File: config.mk
export PLATFORM = sky130hd
export DESIGN_NAME = ifetch_queue
export DESIGN_NICKNAME = d
export VERILOG_FILES = /design/src/rtl/ifetch_queue.sv
export SDC_FILE = /design/constraint.sdc
export NUM_CORES = 1
export LEC_CHECK = 0
export CORE_ASPECT_RATIO = 1.75
export CORE_UTILIZATION = 53
export DETAILED_ROUTE_END_ITERATION = 12
export HOLD_SLACK_MARGIN = 0.15
export PLACE_DENSITY = 0.8
export SYNTH_ARGS = -nofsm -noshare
export SYNTH_HDL_FRONTEND = slang
export SYNTH_SLANG_ARGS = --single-unit
File: constraint.sdc
create_clock -name clk_i -period 4.7 [get_ports clk_i]
set_input_delay 0.47 -clock clk_i [delete_from_list [all_inputs] [get_ports clk_i]]
set_output_delay 0.47 -clock clk_i [all_outputs]
set_load 0.005 [all_outputs]
File: src/rtl/ifetch_queue.sv
// Instruction fetch stage: owns the fetch PC, issues single outstanding word reads and
// buffers returned instructions in a small FIFO presented to decode via valid/ready.
module ifetch_queue #(
  parameter int unsigned           REG_WIDTH  = 16,
  parameter int unsigned           ADDR_WIDTH = 16,
  parameter logic [ADDR_WIDTH-1:0] RESET_PC   = '0,
  parameter int unsigned           FIFO_DEPTH = 2
) (
  input  logic                  clk_i,
  input  logic                  rst_n_i,
  output logic                  mem_req_o,
  output logic [ADDR_WIDTH-1:0] mem_addr_o,
  input  logic                  mem_ack_i,
  input  logic [REG_WIDTH-1:0]  mem_rdata_i,
  output logic                  ins_valid_o,
  input  logic                  ins_ready_i,
  output logic [REG_WIDTH-1:0]  ins_o,
  output logic [ADDR_WIDTH-1:0] ins_pc_o,
  input  logic                  redirect_i,
  input  logic [ADDR_WIDTH-1:0] redirect_pc_i
);

  localparam int unsigned      PTR_W   = $clog2(FIFO_DEPTH);
  localparam int unsigned      CNT_W   = $clog2(FIFO_DEPTH + 1);
  localparam logic [CNT_W-1:0] DEPTH_C = CNT_W'(FIFO_DEPTH);

  typedef enum logic [1:0] {IDLE, REQ, DROP} state_e;

  state_e                state_q, state_d;
  logic [ADDR_WIDTH-1:0] fetch_pc_q, fetch_pc_d;
  logic [ADDR_WIDTH-1:0] drop_addr_q, drop_addr_d;
  logic [PTR_W-1:0]      wr_ptr_q, rd_ptr_q;
  logic [CNT_W-1:0]      count_q, cnt_after_pop;
  logic [REG_WIDTH-1:0]  data_q [FIFO_DEPTH];
  logic [ADDR_WIDTH-1:0] pc_q   [FIFO_DEPTH];
  logic                  push, pop, flush;

  assign ins_valid_o = (count_q != '0);
  assign ins_o       = data_q[rd_ptr_q];
  assign ins_pc_o    = pc_q[rd_ptr_q];
  assign mem_req_o   = (state_q != IDLE);
  // While dropping, the abandoned address must stay on the bus until its ack.
  assign mem_addr_o  = (state_q == DROP) ? drop_addr_q : fetch_pc_q;

  // Redirect wins over pop: the whole buffer is discarded anyway.
  assign pop           = ins_valid_o & ins_ready_i & ~redirect_i;
  assign cnt_after_pop = count_q - CNT_W'(pop);

  always_comb begin
    state_d     = state_q;
    fetch_pc_d  = fetch_pc_q;
    drop_addr_d = drop_addr_q;
    push        = 1'b0;
    flush       = 1'b0;
    case (state_q)
      IDLE: begin
        if (redirect_i) begin
          flush      = 1'b1;
          fetch_pc_d = redirect_pc_i;
          state_d    = REQ;
        end else if (cnt_after_pop < DEPTH_C) begin
          state_d = REQ;
        end
      end
      REQ: begin
        if (redirect_i) begin
          flush      = 1'b1;
          fetch_pc_d = redirect_pc_i;
          if (!mem_ack_i) begin
            drop_addr_d = fetch_pc_q;
            state_d     = DROP;
          end
        end else if (mem_ack_i) begin
          push       = 1'b1;
          fetch_pc_d = fetch_pc_q + ADDR_WIDTH'(1);
          state_d    = (cnt_after_pop + CNT_W'(1) < DEPTH_C) ? REQ : IDLE;
        end
      end
      DROP: begin
        if (redirect_i) begin
          flush      = 1'b1;
          fetch_pc_d = redirect_pc_i;
        end
        if (mem_ack_i) state_d = REQ;
      end
      default: state_d = IDLE;
    endcase
  end

  always_ff @(posedge clk_i) begin
    if (!rst_n_i) state_q <= IDLE;
    else          state_q <= state_d;
  end

  always_ff @(posedge clk_i) begin
    if (!rst_n_i) begin
      fetch_pc_q  <= RESET_PC;
      drop_addr_q <= RESET_PC;
      wr_ptr_q    <= '0;
      rd_ptr_q    <= '0;
      count_q     <= '0;
      for (int unsigned i = 0; i < FIFO_DEPTH; i++) begin
        data_q[i] <= '0;
        pc_q[i]   <= '0;
      end
    end else begin
      fetch_pc_q  <= fetch_pc_d;
      drop_addr_q <= drop_addr_d;
      if (flush) begin
        wr_ptr_q <= '0;
        rd_ptr_q <= '0;
        count_q  <= '0;
      end else begin
        if (push) begin
          data_q[wr_ptr_q] <= mem_rdata_i;
          pc_q[wr_ptr_q]   <= fetch_pc_q;
          wr_ptr_q         <= wr_ptr_q + PTR_W'(1);
        end
        if (pop) rd_ptr_q <= rd_ptr_q + PTR_W'(1);
        count_q <= count_q + CNT_W'(push) - CNT_W'(pop);
      end
    end
  end

endmodule

==> Word level (Yosys, flattened, before mapping) <==
Memories as Yosys holds them, arrays and structs flattened. A register that Yosys moved wholly into a read port is not among the register bits.
Cells that the tools add are included.
{ "word_totals": {"reg_bits": 38, "output_inout_bits": 50, "elab_cells": 74, "ramBits": 64, "in_bits": 37, "memories": 2} }
{ "op_classes": {"addsub": 7, "n_reduce_logical": 12, "n_lt_le_gt_ge": 2, "bitwise": 5, "n_mux": 33, "n_eq_ne": 7} }
{ "mem_list": {"columns": ["name", "words", "word_bits", "read_ports", "rd_clocked_by_memory_dff", "write_ports", "line", "text"], "rows": [
  ["data_q", 2, 16, 1, 1, 2, "34", "logic [REG_WIDTH-1:0] data_q [FIFO_DEPTH];"],
  ["pc_q", 2, 16, 1, 1, 2, "35", "logic [ADDR_WIDTH-1:0] pc_q [FIFO_DEPTH];"]
]} }
{ "op_table": {"columns": ["op", "n"], "rows": [
  ["16-bit 2-to-1 mux", 6],
  ["16-bit case mux with 2 select lines", 1],
  ["16-bit OR reduction", 2],
  ["1-bit 2-to-1 mux", 19],
  ["16-bit by 1-bit adder with 16-bit output (second input constant)", 1],
  ["2-bit 2-to-1 mux", 6],
  ["3-bit != test (second input constant)", 3],
  ["2-bit case mux with 3 select lines", 1],
  ["3-bit AND reduction", 2],
  ["2-bit nonzero test", 3],
  ["2-bit < comparator (second input constant)", 2],
  ["4-bit AND reduction", 1],
  ["2-bit OR reduction", 2],
  ["2-bit by 1-bit subtractor with 2-bit output", 2],
  ["1-bit NOT", 3],
  ["3-bit OR reduction", 1],
  ["1-bit adder (second input constant)", 2],
  ["2-bit by 1-bit adder with 2-bit output", 1],
  ["2-bit by 1-bit adder with 2-bit output (second input constant)", 1],
  ["1-bit AND", 2],
  ["2-bit by 1-bit equality test with 1-bit output (second input constant)", 1],
  ["2-bit equality test (second input constant)", 1],
  ["2-bit zero test", 1],
  ["2-bit by 1-bit != test with 1-bit output (second input constant)", 1],
  ["2-bit != test (second input constant)", 1]
]} }

==> Depth between registers and ports, before layout <==
Gate-level depths: netlist (run 1).
{ "depth": {"ltp_word": 10, "ltp_mapped": 9, "ltp_nobuf": 8} }

==> Worst setup path after synthesis (run 1) <==
No wires, ideal clock.
{ "synth_path": {"kind": "input -> register", "start": "input redirect_i", "end": "memory data_q[0][0] (enable)", "path_stages": 4, "path_buffers": 1, "t_required_ps": 4234, "path_slack_ps": 885, "setup_time_ps": 466, "arrival_ps": 3349, "cell_sequence": "clkbuf_1 > and4bb_2 > inv_1 > o21ai_0"} }
{ "synth_lines": {"columns": ["item", "line", "text"], "rows": [
  ["start: declaration", "19", "input logic redirect_i,"],
  ["end: declaration", "34", null]
]} }

==> Final worst setup path (run 1) <==
{ "layout_path": {"start": "input redirect_i", "end": "register fetch_pc_q[15]"} }
{ "layout_via": {"elab_chain_len": 2, "elab_cells_between_ends": 5, "cone_classes": "2 x eq/ne; 2 x mux; 1 x reduce/logical"} }
{ "layout_rtl": {"columns": ["item", "line", "text"], "rows": [
  ["3-bit != test (no source line), or another cell as far along", null, null],
  ["3-bit AND reduction (no source line) / 16-bit case mux with 2 select lines (equally long branches)", null, null],
  ["end signal: assignment", "107", "fetch_pc_q <= fetch_pc_d;"],
  ["end: declaration", "30", "logic [ADDR_WIDTH-1:0] fetch_pc_q, fetch_pc_d;"]
]} }
Parallel ways exist; a longest one is shown, timed or not.
A chain may end at the register's enable or synchronous reset.

==> reports/summary.txt, run 1 <==
worst-path fanout max: 23
crit share post-route: 59.8%
gr ovfl total: 0
die area: 0.00989 mm2
Internal Pwr Total: 0.00160 W
Syn Nets: 516
Final WS setup: 1890 ps
flops & latches, synth: 103
ranking of synthesized cells by area: edfxtp_1, dfxtp_1, mux2_2, and2_1, nand2_1
max frequency: 0.356 GHz
register area share after synthesis: 53.8%
outcome: finished, final reports clean
largest net degree at the start of global routing: 34
Syn Inst Count: 475
share of layout cells above drive strength 1: 13.4%
row cnt: 46
Syn-to-layout area delta: 24.3%
share of the synthesized area in the top cell type: 38.2%
htree depth: 3
io pins: 87
Logic pwr share: 10.9%
antenna violations before repair: 0
EDFF count, synth: 64
CTS max path bufs: 2
non-filler cells, final: 663
DIE WIDTH: 75.6 um
first-pass GRT wire length: 17.1 mm
gr usage total: 23.2%
Hold Buf Count CTS: 0
Final Max Tran Viols: 0
worst path required time: 4950 ps
CTS buffer count: 9
core area: 0.00915 mm2
post-route ant nets: 0
wire length per cell: 16.5 um
critical path arrival: 3060 ps
Hold Vio Cnt, Final: 0
CTS tree: yes
die height: 131 um
post-route cell area: 0.00625 mm2
CP max stage cell: clkdlybuf4s50_1
class of the worst hold path: reg -> reg
CP endpoint kind: register
post_cts resized: 0
max_cap viols: 0
Relative slew margins: 26.8%
vias per std cell: 5.77
Vias: 3826
synthesized cell area: 0.00503 mm2
min Tclk post-route: 2810 ps
Layout fillers: 701
sequential fraction of design power: 50.7%
Reg clk slew, reported paths: 70 ps
Initial Utilization: 54.9%
dpl ws: 1580 ps
worst slew pin tran: 1100 ps
worst setup path category: in -> reg
CP bufs+invs: 1
NetSw: 0.000450 W
Initial DRC Count: 238
RSZ-0062 raised after global routing: no
CP delay by family, top: simple AND/OR/NAND/NOR gates
Post-CTS Setup Bufs: 0
synth warn: 0
placed cells: 647
Syn Area/Cell: 10.6 um2
DP Wirelength: 7.52 mm
Startpoint Class: input pin
drc violations: 0
Static Leak: 2.25 nW
final net count: 579
RePlAce Congestion: 0.927
commonest non-fill, non-tap cell in the layout: clkdlybuf4s50_1
drt total wl: 11.0 mm
Max VDD drop: 0.187 mV
crit-path cells: clkdlybuf4s50_1, nand2b_1, or4_1, or4_1, a31oi_1
ys async rst share: 0%
Power Dens Cells: 328 mW/mm2
drt pass-1 iters: 4
Clock power frac: 38.3%
worst hold slack: 457 ps
Worst path most repeated cell: or4_1
Most used DFF post-synth: edfxtp_1
clock skew: 10.3 ps
worst-skew pair later-pin latency: 340 ps
Yosys cell types: 52
Cell Area, Placed: 0.00592 mm2
Max stage delay on crit path: 780 ps
Synth area leader: edfxtp_1
ant diodes: 0
Final Setup Violations: 0
clk root buf: clkbuf_16
post-route setup TNS: 0 ps
clk sinks: 103
IO Port Bufs: 86
switch share: 21.9%
commonest non-fill, non-tap cells in the layout: clkdlybuf4s50_1, and2_1, edfxtp_1, nand2_1, mux2_2
vias in the first global route: 3657
==> synthesized netlist by cell type (all sizes together), types with 6 or more instances <==
library cell / number
and2: 65
edfxtp: 64
nand2: 55
mux2: 46
dfxtp: 39
a21oi: 32
clkbuf: 24
buf: 16
nor2: 16
o21ai: 15
nor3: 12
nand4: 8
nor4: 8
inv: 7
nand3: 7
nor2b: 6
==> cells by family (layout without fill, tap and decap cells) <==
logic type                 after synthesis  after routing  synth area share (%)
and+or+nand+nor                        196            196                  20.9
adders and majority gates                4              4                 0.996
AOI/OAI and AO/OA                       71             71                  8.59
DFF                                    103            103                  53.8
muxes                                   48             48                  10.7
buffers and inverters                   47            115                  4.03
xor gates and xnor gates                 6              6                  1.05
==> power by group through the flow <==
stage	sequential [W]	clock, W	combinational (W)
after floorplan	0.00103	0	0.000128
after global placement	0.00106	0	0.000219
after detailed placement	0.00106	0	0.000222
after CTS	0.00104	0.000798	0.000225
after global routing	0.00105	0.000828	0.000244
final	0.00104	0.000786	0.000224
==> per-layer routing <==
layer | vias to the layer above | track usage (%) | part of all wire [%]
met5 | - | 0 | 0
met4 | 0 | 11.5 | 3.7
li1 | 1818 | - | -
met2 | 145 | 42.9 | 55
met3 | 30 | 3.91 | 5.7
met1 | 1833 | 24.4 | 36
==> state kept, by name, summed over array words and instances, names as in the netlist, named ones only <==
signal       cells
count_q          2
wr_ptr_q         1
pc_q            32
state_q          2
fetch_pc_q      16
drop_addr_q     16
rd_ptr_q         1
data_q          32
==> area by class of cell <==
cell class / count / area [um2] / area share (%)
repair buffers: 92 / 906 / 14.5
inverters: 7 / 26.3 / 0.420
clock inverters: 4 / 48.8 / 0.781
flip-flops and latches: 103 / 2700 / 43.2
well taps: 120 / 150 / 2.40
multi-input cells: 325 / 2140 / 34.2
clock buffers: 12 / 279 / 4.46
==> final timing paths <==
path | from | to | slack [ps] | cells past startpoint
worst max-delay path | redirect_i | fetch_pc_q[15]$_SDFFE_PN0P_ | 1890 | 5
worst min register to register | drop_addr_q[15]$_SDFFE_PN0P_ | drop_addr_q[15]$_SDFFE_PN0P_ | 460 | 2
worst min-delay path | drop_addr_q[15]$_SDFFE_PN0P_ | drop_addr_q[15]$_SDFFE_PN0P_ | 460 | 2
worst max register to register | fetch_pc_q[0]$_SDFFE_PN0P_ | fetch_pc_q[14]$_SDFFE_PN0P_ | 2330 | 5
==> per-stage QoR <==
stage          total power, W  utilization (%)
2_1_floorplan         0.00116                -
4_1_cts               0.00206             68.3
5_1_grt               0.00212             68.3
3_5_place_dp          0.00128             64.7
3_3_place_gp          0.00128             64.7
6_report              0.00205             68.3
==> worst min-delay path: stages, from the launching register on <==
cell	delay, ps
dfxtp_1	310
nand2_1	50
a21oi_1	50
Note: power is estimated with default switching activity, not from simulation.
==> inputs of run 2 (changes only) <==
--- a/config.mk
+++ b/config.mk
@@ -6,10 +6,10 @@
 export NUM_CORES = 1
 export LEC_CHECK = 0
 export CORE_ASPECT_RATIO = 1.75
-export CORE_UTILIZATION = 53
+export CORE_UTILIZATION = 48
 export DETAILED_ROUTE_END_ITERATION = 12
 export HOLD_SLACK_MARGIN = 0.15
-export PLACE_DENSITY = 0.8
+export PLACE_DENSITY = 0.76
 export SYNTH_ARGS = -nofsm -noshare
 export SYNTH_HDL_FRONTEND = slang
 export SYNTH_SLANG_ARGS = --single-unit
==> constraint.sdc (replaced) <==
create_clock -name clk_i -period 2.36 [get_ports clk_i]
set_input_delay 0.236 -clock clk_i [delete_from_list [all_inputs] [get_ports clk_i]]
set_output_delay 0.236 -clock clk_i [all_outputs]
set_load 0.005 [all_outputs]
==> run 2 against run 1 <==
  * Global-route usage is 0.97 points lower
  * Cell area grew 3.7%
  * First-iteration DRC count fell by 20%
  * Sequential power increased by 98%
  * Clock-buffer cell count down 3
  * Total power is 100% higher
  * Largest power group unchanged
  * Highest routed layer unchanged
==> reports/summary.txt, run 2 (synthesis results as in run 1) <==
die area: 0.0109 mm2 (+10%)
final net count: 600 (+3.6%)
CTS buffer count: 9 (unchanged)
RePlAce Congestion: 0.901 (-2.8%)
outcome: finished, final reports clean
htree depth: 3 (unchanged)
share of layout cells above drive strength 1: 17.0% (+3.6 points)
Regs by FF count: data_q: 32 flops, pc_q: 32 flops
Syn-to-layout area delta: 28.9%
vias in the first global route: 3724 (+1.8%)
Cell Area, Placed: 0.00615 mm2 (+3.9%)
clk sinks: 103 (unchanged)
Power Dens Cells: 643 mW/mm2 (+96%)
Layout fillers: 833 (+19%)
RSZ-0062 raised after global routing: no
max frequency: 0.454 GHz
post-route ant nets: 0 (unchanged)
critical path arrival: 1970 ps (-1090 ps)
Clock power frac: 38.5% (+0.2 points)
die height: 137 um (+5.0%)
NetSw: 0.000960 W (+110%)
Final Setup Violations: 0 (unchanged)
Logic pwr share: 12.1% (+1.2 points)
Static Leak: 2.35 nW (+4.8%)
hold_sp: drop_addr_q[10]$_SDFFE_PN0P_
CTS tree: yes
wire length per cell: 16.7 um (+1.1%)
reg2reg end: fetch_pc_q[14]$_SDFFE_PN0P_
ant diodes: 0 (unchanged)
Initial DRC Count: 190 (-20%)
R2R Setup Slk: 340 ps (-1990 ps)
switch share: 23.0% (+1.1 points)
clock skew: 6.84 ps (-3.46 ps)
Startpoint Class: register
crit share post-route: 93.3%
largest net degree at the start of global routing: 33 (-2.9%)
clk root buf: clkbuf_16
CTS max path bufs: 2 (unchanged)
gr usage total: 22.2% (-0.97 points)
commonest non-fill, non-tap cells in the layout: clkdlybuf4s50_1, and2_1, edfxtp_1, nand2_1, mux2_2
Max VDD drop: 0.446 mV (+140%)
Final Max Tran Viols: 0 (unchanged)
Initial Utilization: 49.1% (-5.8 points)
sequential fraction of design power: 49.3% (-1.4 points)
worst-skew pair later-pin latency: 340 ps (about the same)
worst slew pin tran: 538 ps (-559 ps)
DIE WIDTH: 79.4 um (+4.9%)
drt pass-1 iters: 5 (+1)
Reg clk slew, reported paths: 70 ps (about the same)
worst setup path end: mem_addr_o[1]
Relative slew margins: 64.1% (+37 points)
io pins: 87 (unchanged)
DP Wirelength: 8.21 mm (+9.3%)
core area: 0.0102 mm2 (+12%)
vias per std cell: 5.51 (-4.6%)
antenna violations before repair: 0 (unchanged)
max_cap viols: 0 (unchanged)
IO Port Bufs: 86 (unchanged)
row cnt: 49 (+6.5%)
Hold Vio Cnt, Final: 0 (unchanged)
worst r2r src: fetch_pc_q[1]$_SDFFE_PN0P_
crit path from: state_q[0]$_SDFFE_PN0P_
worst path required time: 2120 ps (-2830 ps)
drc violations: 0 (unchanged)
post-route setup TNS: 0 ps (unchanged)
FF-to-FF path depth: 5 (unchanged)
first-pass GRT wire length: 18.1 mm (+6.0%)
min Tclk post-route: 2200 ps
Vias: 3805 (-0.55%)
gr ovfl total: 0 (unchanged)
class of the worst hold path: reg -> reg
commonest non-fill, non-tap cell in the layout: clkdlybuf4s50_1
Internal Pwr Total: 0.00321 W (+100%)
worst-path fanout max: 19 (-17%)
CP endpoint kind: output pin
post-route cell area: 0.00648 mm2 (+3.7%)
worst setup path category: reg -> out
drt total wl: 11.5 mm (+5.4%)
==> run 2: changes by cell type in the layout (fill, tap and decap cells not counted), moves of 2 or more <==
cell,delta
buf_12,+5
buf_4,+16
clkbuf_16,-2
clkinv_2,-2
clkinvlp_4,+3
==> run 2: layer usage <==
layer	global-route usage, %	vias up	routed length, um
li1	-	1855	-
met2	40.6	116	6320
met3	3.64	26	470
met4	11.1	0	374
met1	24.4	1808	4380
met5	0	-	0
==> run 2: worst max-delay path, stage by stage (launching register included) <==
cell and delay [ps]:
dfxtp_2 410, nor2_1 220, buf_12 190, mux2_2 350, clkdlybuf4s50_1 450
==> run 2: layout make-up <==
type	instances	area [um2]	share of cell area [%]
flip-flops and latches	103	2700	41.7
multi-input cells	325	2140	33.0
repair buffers	113	1130	17.4
clock buffers	9	225	3.47
well taps	127	159	2.45
clock inverters	7	103	1.58
inverters	7	26.3	0.405
==> run 2: metrics by stage <==
stage | hold WS, ps | setup WS (ps) | power (W) | utilization [%] | cells
floorplan | 399 | 228 | 0.00231 | - | 475
CTS | 456 | 137 | 0.00420 | 63.3 | 691
global route | 466 | 84.0 | 0.00431 | 63.3 | 691
detailed placement | 446 | 198 | 0.00260 | 60.1 | 675
global placement | 438 | 234 | 0.00259 | 60.1 | 675
finish | 454 | 157 | 0.00417 | 63.3 | 691
==> run 2: power groups by stage <==
stage / sequential [W] / clock (W) / combinational, W
2_1_floorplan: 0.00206 / 0 / 0.000256
3_3_place_gp: 0.00209 / 0 / 0.000498
3_5_place_dp: 0.00210 / 0 / 0.000504
4_1_cts: 0.00206 / 0.00164 / 0.000508
5_1_grt: 0.00207 / 0.00170 / 0.000545
6_report: 0.00206 / 0.00161 / 0.000505
==> run 2: timing repair <==
item	CTS	global route
buffers inserted	0	0
gates resized for setup	1	0
hold buffers	0	0
setup endpoints to repair	1	0
==> run 2: how the worst min path moves through the flow <==
stage | endpoint | slack [ps] | cells after the start
finish | drop_addr_q[10]$_SDFFE_PN0P_ | 450 | 2
global route | drop_addr_q[12]$_SDFFE_PN0P_ | 470 | 2
CTS | drop_addr_q[8]$_SDFFE_PN0P_ | 460 | 2
detailed placement | drop_addr_q[8]$_SDFFE_PN0P_ | 450 | 2
global placement | drop_addr_q[9]$_SDFFE_PN0P_ | 440 | 2
floorplan | fetch_pc_q[1]$_SDFFE_PN0P_ | 400 | 2
==> inputs of run 3 (changes only) <==
--- a/config.mk
+++ b/config.mk
@@ -5,11 +5,13 @@
 export SDC_FILE = /design/constraint.sdc
 export NUM_CORES = 1
 export LEC_CHECK = 0
+export CAP_MARGIN = 20
 export CORE_ASPECT_RATIO = 1.75
+export CORE_MARGIN = 1
 export CORE_UTILIZATION = 48
 export DETAILED_ROUTE_END_ITERATION = 12
 export HOLD_SLACK_MARGIN = 0.15
-export PLACE_DENSITY = 0.76
+export PLACE_DENSITY = 0.8
 export SYNTH_ARGS = -nofsm -noshare
 export SYNTH_HDL_FRONTEND = slang
 export SYNTH_SLANG_ARGS = --single-unit
==> run 3 against run 2 <==
  * Worst setup slack improved by 14 ps
  * Clock skew fell by 1.3 ps
  * Combinational power rose by 2%
  * Clock-buffer cell count rose by 1
  * Total power fell by 1.1%
  * Via count rose by 2.2%
  * Hold slack improved by 2.4 ps
  * Sequential power barely moved
  * Non-clock buffer count rose by 2
  * Sequential share of layout area rose by 0.14 points
  * Maximum frequency rose by 0.62%
  * Largest cell class unchanged
  * Highest routed layer unchanged
==> reports/summary.txt, run 3 (synthesis results as in run 1) <==
commonest non-fill, non-tap cells in the layout: clkdlybuf4s50_1, and2_1, edfxtp_1, nand2_1, mux2_2
ant diodes: 0 (unchanged)
share of layout cells above drive strength 1: 16.8% (-0.24 points)
io pins: 87 (unchanged)
gr usage total: 22.6% (+0.37 points)
DP Wirelength: 8.28 mm (+0.84%)
Hold Buf Count CTS: 0 (unchanged)
worst-skew pair later-pin latency: 340 ps (about the same)
gr ovfl total: 0 (unchanged)
worst path required time: 2120 ps (about the same)
vias in the first global route: 3867 (+3.8%)
RePlAce Congestion: 0.885 (-1.7%)
Syn-to-layout area delta: 28.4%
Reg clk slew, reported paths: 70 ps (about the same)
crit share post-route: 92.8% (-0.57 points)
die area: 0.0109 mm2 (unchanged)
wire length per cell: 16.6 um (-0.43%)
post_cts resized: 0 (-1)
DIE WIDTH: 79.4 um (unchanged)
first-pass GRT wire length: 18.6 mm (+2.7%)
outcome: finished, final reports clean
worst slew pin tran: 541 ps (+3.65 ps)
critical path arrival: 1950 ps (-20 ps)
CTS tree: yes
CTS max path bufs: 2 (unchanged)
clk root buf: clkbuf_16
Final Max Tran Viols: 0 (unchanged)
Regs by FF count: data_q: 32 flops, pc_q: 32 flops
Max VDD drop: 0.408 mV (-8.6%)
Layout fillers: 819 (-1.7%)
row cnt: 49 (unchanged)
drc violations: 0 (unchanged)
max_cap viols: 0 (unchanged)
htree depth: 3 (unchanged)
RSZ-0062 raised after global routing: no
worst-path fanout max: 19 (unchanged)
Post-CTS Setup Bufs: 0 (unchanged)
clk sinks: 103 (unchanged)
clock skew: 5.57 ps (-1.28 ps)
post-route ant nets: 0 (unchanged)
Relative slew margins: 63.8% (-0.24 points)
Hold Vio Cnt, Final: 0 (unchanged)
drt pass-1 iters: 4 (-1)
Power Dens Cells: 639 mW/mm2 (-0.71%)
Initial Utilization: 49.1% (unchanged)
worst setup path category: reg -> out
Static Leak: 2.36 nW (+0.16%)
IO Port Bufs: 86 (unchanged)
commonest non-fill, non-tap cell in the layout: clkdlybuf4s50_1
vias per std cell: 5.61 (+1.9%)
Initial DRC Count: 155 (-18%)
Final Setup Violations: 0 (unchanged)
max frequency: 0.457 GHz (+0.62%)
CP endpoint kind: output pin
final net count: 602 (+0.33%)
core area: 0.0102 mm2 (unchanged)
Vias: 3890 (+2.2%)
post-route setup TNS: 0 ps (unchanged)
die height: 137 um (unchanged)
min Tclk post-route: 2190 ps (-13.5 ps)
class of the worst hold path: reg -> reg
drt total wl: 11.5 mm (-0.14%)
Startpoint Class: register
largest net degree at the start of global routing: 33 (unchanged)
worst hold slack: 456 ps (+2.40 ps)
antenna violations before repair: 0 (unchanged)
CTS buffer count: 9 (unchanged)
## run 3: worst paths after layout
| path | startpoint | end | slack (ps) | depth (start not counted) |
|---|---|---|---|---|
| max | state_q[0]$_SDFFE_PN0P_ | mem_addr_o[3] | 170 | 4 |
| min | drop_addr_q[1]$_SDFFE_PN0P_ | drop_addr_q[1]$_SDFFE_PN0P_ | 460 | 2 |
| max reg2reg | fetch_pc_q[7]$_SDFFE_PN0P_ | fetch_pc_q[14]$_SDFFE_PN0P_ | 330 | 4 |
| min reg2reg | drop_addr_q[1]$_SDFFE_PN0P_ | drop_addr_q[1]$_SDFFE_PN0P_ | 460 | 2 |
## run 3: critical path: stages (launching register included)
cell and delay, ps:
dfxtp_1 400, nor2_1 230, buf_12 190, mux2_2 350
clkdlybuf4s50_1 440
## run 3: routing by layer
layer	global-route usage, %	routed length (um)
met5	0	0
met4	11.6	395
met3	4.30	530
met2	41.8	6400
met1	23.8	4210
## run 3: stage by stage
stage	setup slack [ps]	power, W	instances	utilization [%]	area (um2)
2_1_floorplan	228	0.00231	475	-	5030
3_3_place_gp	259	0.00258	677	60.0	6140
3_5_place_dp	170	0.00260	677	60.0	6140
4_1_cts	152	0.00417	693	63.1	6460
5_1_grt	82.7	0.00428	693	63.1	6460
6_report	170	0.00412	693	63.1	6460
## run 3: final cells by class
cell class	count	area [um2]	share of cell area [%]
clock buffer	10	229	3.55
inverter	7	26.3	0.407
timing repair buffer	115	1120	17.3
sequential	103	2700	41.9
tap	127	159	2.46
clock inverter	6	85.1	1.32
multi-input combinational	325	2140	33.1
## run 3: where the power goes
group,internal (W),switching (W)
sequential,0.00199,0.0000560
clock,0.000928,0.000637
combinational,0.000283,0.000232
